--- config.mk ---
export PLATFORM = sky130hd
export DESIGN_NAME = bitstream_feeder
export DESIGN_NICKNAME = d
export VERILOG_FILES = /design/src/rtl/bitstream_feeder.sv
export SDC_FILE = /design/constraint.sdc
export NUM_CORES = 1
export LEC_CHECK = 0
export ABC_AREA = 1
export CAP_MARGIN = 0
export CORE_ASPECT_RATIO = 2
export CORE_MARGIN = 2
export CORE_UTILIZATION = 54
export CTS_BUF_LIST = sky130_fd_sc_hd__clkbuf_2
export CTS_CLUSTER_SIZE = 40
export DETAILED_ROUTE_END_ITERATION = 8
export PLACE_DENSITY = 0.82
export SYNTH_ARGS = -nofsm -noshare
export SYNTH_HDL_FRONTEND = slang
export SYNTH_SLANG_ARGS = --single-unit
--- constraint.sdc ---
create_clock -name clk -period 3.25 [get_ports clk]
set_input_delay 0.65 -clock clk [delete_from_list [all_inputs] [get_ports clk]]
set_output_delay 0.65 -clock clk [all_outputs]
set_load 0.005 [all_outputs]
--- src/rtl/bitstream_feeder.sv ---
// CABAC bitstream byte feeder: prefetch FIFO and m_bitsNeeded tracking for regular and bypass steps.
// Optional statistics counters are enabled with the FEEDER_STATS_EN macro.
module bitstream_feeder #(
  parameter int unsigned FIFO_DEPTH = 4,
  parameter int unsigned BIN_WIDTH  = 3
) (
  input  logic              clk,
  input  logic              reset,
  output logic              rd_request,
  input  logic [7:0]        rd_data,
  input  logic              rd_ready,
  input  logic              step_valid,
  input  logic              bypass,
  input  logic [1:0]        n_bin,
  input  logic [2:0]        reg_bits,
  output logic [7:0]        byte_out,
  output logic              byte_take,
  output logic [1:0]        ep_sel,
  output logic signed [3:0] bits_needed,
  output logic              stall,
  output logic [3:0]        fifo_level
`ifdef FEEDER_STATS_EN
  ,
  output logic [15:0]       bytes_consumed,
  output logic [15:0]       stall_cycles
`endif
);

  localparam int unsigned PtrW     = (FIFO_DEPTH > 1) ? $clog2(FIFO_DEPTH) : 1;
  localparam logic [3:0]  LevelMax = 4'(FIFO_DEPTH);

  logic [7:0]        r_mem [FIFO_DEPTH];
  logic [PtrW-1:0]   r_wptr;
  logic [PtrW-1:0]   r_rptr;
  logic [3:0]        r_level;
  logic              r_outstanding;
  logic              r_rd_request;
  logic signed [3:0] r_bits_needed;

  logic [2:0]        w_delta;
  logic signed [4:0] w_idx;
  logic [4:0]        w_idx_sub;
  logic              w_cross;
  logic              w_push;
  logic              w_issue;

  always_comb begin
    w_delta   = bypass ? ({1'b0, n_bin} + 3'd1) : reg_bits;
    w_idx     = {r_bits_needed[3], r_bits_needed} + {2'b00, w_delta};
    w_idx_sub = w_idx - 5'd8;
    // A step reaching idx >= 0 crosses a byte boundary and needs the head byte.
    w_cross   = step_valid && !w_idx[4] && !reset;
    byte_take = w_cross && (r_level != 4'd0);
    stall     = w_cross && (r_level == 4'd0);
    // (-bits_needed)-1 is the bitwise inverse in two's complement.
    ep_sel    = (bypass && byte_take) ? ~r_bits_needed[1:0] : 2'd3;
    w_push    = rd_ready && r_outstanding;
    w_issue   = !r_outstanding && (r_level < LevelMax);
    byte_out  = (r_level == 4'd0) ? 8'h00 : r_mem[r_rptr];
  end

  assign rd_request  = r_rd_request;
  assign bits_needed = r_bits_needed;
  assign fifo_level  = r_level;

  always_ff @(posedge clk or posedge reset) begin
    if (reset) begin
      r_bits_needed <= 4'sb1000;
      r_level       <= 4'd0;
      r_wptr        <= '0;
      r_rptr        <= '0;
      r_outstanding <= 1'b0;
      r_rd_request  <= 1'b0;
    end else begin
      if (byte_take) begin
        r_bits_needed <= w_idx_sub[3:0];
      end else if (step_valid && w_idx[4]) begin
        r_bits_needed <= w_idx[3:0];
      end
      if (byte_take) begin
        r_rptr <= r_rptr + PtrW'(1);
      end
      if (w_push) begin
        r_wptr <= r_wptr + PtrW'(1);
      end
      case ({w_push, byte_take})
        2'b10:   r_level <= r_level + 4'd1;
        2'b01:   r_level <= r_level - 4'd1;
        default: r_level <= r_level;
      endcase
      r_rd_request <= w_issue;
      if (w_push) begin
        r_outstanding <= 1'b0;
      end else if (w_issue) begin
        r_outstanding <= 1'b1;
      end
    end
  end

  always_ff @(posedge clk) begin
    if (w_push) begin
      r_mem[r_wptr] <= rd_data;
    end
  end

`ifdef FEEDER_STATS_EN
  logic [15:0] r_bytes_consumed;
  logic [15:0] r_stall_cycles;

  always_ff @(posedge clk or posedge reset) begin
    if (reset) begin
      r_bytes_consumed <= 16'd0;
      r_stall_cycles   <= 16'd0;
    end else begin
      if (byte_take && (r_bytes_consumed != 16'hFFFF)) begin
        r_bytes_consumed <= r_bytes_consumed + 16'd1;
      end
      if (stall && (r_stall_cycles != 16'hFFFF)) begin
        r_stall_cycles <= r_stall_cycles + 16'd1;
      end
    end
  end

  assign bytes_consumed = r_bytes_consumed;
  assign stall_cycles   = r_stall_cycles;
`endif

  // A bypass step never carries more bins than the configured maximum.
  a_bin_range : assert property (@(posedge clk) disable iff (reset)
    (step_valid && bypass) |-> (({30'd0, n_bin} + 32'd1) <= BIN_WIDTH));

endmodule

==> impl_metrics.json <==
{
  "status": "finished, final reports clean",
  "yosys_warnings": 0,
  "synth_nets": 244,
  "crit_arrival_ns": 2.49,
  "drt_wl_total_um": 4710,
  "vias": 1698,
  "ant_nets": 0,
  "finalCriticalPeriod_ns": 3.14,
  "grt_overflow_total": 0,
  "cp_cell_sequence": "clkdlybuf4s50_1 -> nor2_1 -> a21oi_1 -> ha_1 -> inv_1 -> fa_2 -> o21ai_4 -> nand3_4 -> inv_2 -> buf_4 -> nand3_1 -> buf_2",
  "ys_seq_elements": 46,
  "htreeDepth": 2,
  "path_buf_inv": 5,
  "dp.cells": 310,
  "synth-async-reset-ratio": 0.304,
  "core_area_sq_mm": 0.00388,
  "dp_hpwl_um": 3330,
  "place_area_sq_mm": 0.00270,
  "initial_utilization": 0.565,
  "cts_hold_buf": 0,
  "timing.final.crit_share": 0.967,
  "final_util": 0.727,
  "drive_gt1_frac": 0.143,
  "netlist-cell-type-count": 26,
  "timing.fmax_mhz": 318,
  "critPathSlowestCell": "clkdlybuf4s50_1",
  "hold_class": "reg2reg",
  "setup_viol": 0,
  "portBuffers": 38,
  "r2r_cells": 16,
  "drc": 0,
  "vdd_drop_max_uv": 784,
  "cp_top_family": "buffers and inverters",
  "die_w_um": 49.1,
  "path_max_fanout": 3,
  "vias_per_cell": 5.26,
  "clk_latency_ns": 0.40,
  "p_leak_uw": 0.00120,
  "place_congestion": 0.801,
  "clockRootBuffer": "clkbuf_2",
  "hold_viol_final": 0,
  "cts_tree": "done",
  "fin_hold_ws_ns": 0.492,
  "n_antenna_cell": 0,
  "rows": 32,
  "worstHoldPathCells": 2,
  "finalSetupTns_ns": 0,
  "grt_util_all_layers": 0.218,
  "powerDensity_mw_per_mm2": 882,
  "critPathKind": "in2out",
  "crit_required_ns": 2.60,
  "relSlewSlack": 0.440,
  "cts_sinks": 46,
  "netlist_instances": 214,
  "worstSetupStartpointType": "input pin",
  "io_pins": 39,
  "crit_cells": 12,
  "final_cells": 323,
  "end_kind": "output pin",
  "clk_pin_slew_ns": 0.23,
  "grt_max_degree": 19,
  "grt_pass1_wl_um": 7480,
  "slowest_delay_ns": 0.45,
  "dieArea_sq_mm": 0.00462,
  "synth_area_sq_mm": 0.00220,
  "numCtsBuffers": 5,
  "antenna_found_initial": 0,
  "dr.pass1.iters": 4,
  "area_delta_synth_final_pct": 28.7,
  "tightest_slew_ns": 0.837,
  "num-nets-final": 301,
  "first_global_vias": 1754,
  "cts_buffer_depth": 2,
  "final_cell_area_sq_mm": 0.00283,
  "slew_viol_final": 0,
  "drtIter0Drc": 38,
  "die_h_um": 94.2,
  "skew_ns": 0.0118,
  "maxCapViolCount": 0,
  "rsz0062_at_grt": "no",
  "synth_edf_count": 32,
  "wl_per_cell_um": 14.6,
  "avgSynthCellArea_sq_um": 10.3,
  "synth-seq-area-share": 0.598,
  "ys.flop_type": "edfxtp_1"
}
-- report_power, final --
group / total, uW / internal [uW] / switching, uW
registers: 937 / 788 / 149
clock network: 386 / 205 / 181
logic: 1170 / 587 / 582
-- kinds of logic (layout without fill, tap and decap cells) --
logic type | count (synthesis) | count (layout) | synth area share
and+or+nand+nor | 82 | 82 | 0.154
DFF | 46 | 46 | 0.598
AOI/OAI and AO/OA | 36 | 36 | 0.0906
buffers and inverters | 31 | 89 | 0.0564
adders and majority gates | 12 | 12 | 0.0718
xor gates and xnor gates | 6 | 6 | 0.0239
muxes | 1 | 1 | 0.00513
-- cells in the mapped netlist (2+ instances only) --
cell,instances,area [sq um]
nor2_1,46,173
edfxtp_1,32,961
inv_1,26,97.6
nand2_1,24,90.1
o21ai_0,20,100
dfrtp_1,13,325
a21oi_1,11,55.1
ha_1,11,138
nand3_1,7,35.0
xor2_1,4,35.0
buf_2,3,15.0
nand4_1,2,12.5
xnor2_1,2,17.5
-- cell usage in the layout (no fill, tap or decap) --
master and n:
fa_2 1, clkbuf_2 6, o21ai_1 1, xnor2_1 2, dlygate4sd2_1 3, nor2_2 1
dlymetal6s2s_1 1, nand3_1 7, o21ai_4 1, mux2_2 1, nand4_1 2, bufinv_16 2
dfrtp_1 12, buf_2 2, o21ai_2 2, nand2_1 24, o22ai_1 1, a21o_1 1
inv_1 23, nor3_1 1, dfstp_2 1, buf_4 15, o21ai_0 19, ha_1 11
nand3_4 1, buf_6 1, inv_2 3, a21oi_1 11, clkinv_1 1, clkdlybuf4s50_1 31
xor2_1 4, nor2_1 46, clkinvlp_4 1, edfxtp_1 32, dfrtp_2 1
-- final timing paths --
| kind | end | from | slack [ns] |
|---|---|---|---|
| min in group asynchronous | bits_needed[1] | reset | 0.62 |
| setup reg to reg | fifo_level[2] | bits_needed[0] | 0.60 |
| hold reg to reg | bits_needed[3] | bits_needed[3] | 0.49 |
| setup / recovery | ep_sel[1] | reg_bits[0] | 0.11 |
| hold / removal | bits_needed[3] | bits_needed[3] | 0.49 |
| max in group asynchronous | r_rptr[0] | reset | 2.21 |
-- registers in the layout, indices dropped and copies added, names as in the netlist --
signal,cells
bits_needed,4
rd_request,1
r_mem,32
fifo_level,4
r_wptr,2
r_rptr,2
r_outstanding,1
-- through the flow --
step                power [uW]  setup WS [ns]
floorplan                 1540          0.198
global placement          2030         -0.353
detailed placement        2070         -0.414
CTS                       2470        -0.0341
global route              2650        0.00699
finish                    2490          0.108
-- what timing repair did --
item | 4_1_cts | 5_1_grt
setup buffers | 3 | 2
gates resized for setup | 16 | 7
setup endpoints to repair | 4 | 8
pin swaps | 3 | 4
-- layer usage --
metal,vias up,routed length (um),track usage
met5,-,0,0
met4,0,153,0.143
met3,12,207,0.0398
met2,58,2740,0.427
met1,807,1610,0.190
li1,821,-,-
-- worst register-to-register path: cells and delay by family (launching register included) --
family,cells,cell delay (ns)
xor gates and xnor gates,1,0.15
AOI/OAI and AO/OA,3,0.41
adders and majority gates,4,0.90
buffers and inverters,5,0.40
DFF,1,0.49
and+or+nand+nor,3,0.22
-- layout make-up --
cell class,instances,area [sq um]
Sequential cell,46,1310
Fill cell,284,1060
Multi-Input combinational cell,137,766
Timing Repair Buffer,54,488
Inverter,27,105
Clock inverter,3,63.8
Tap cell,51,63.8
Clock buffer,5,25.0
Power figures use the tool's default switching activity.
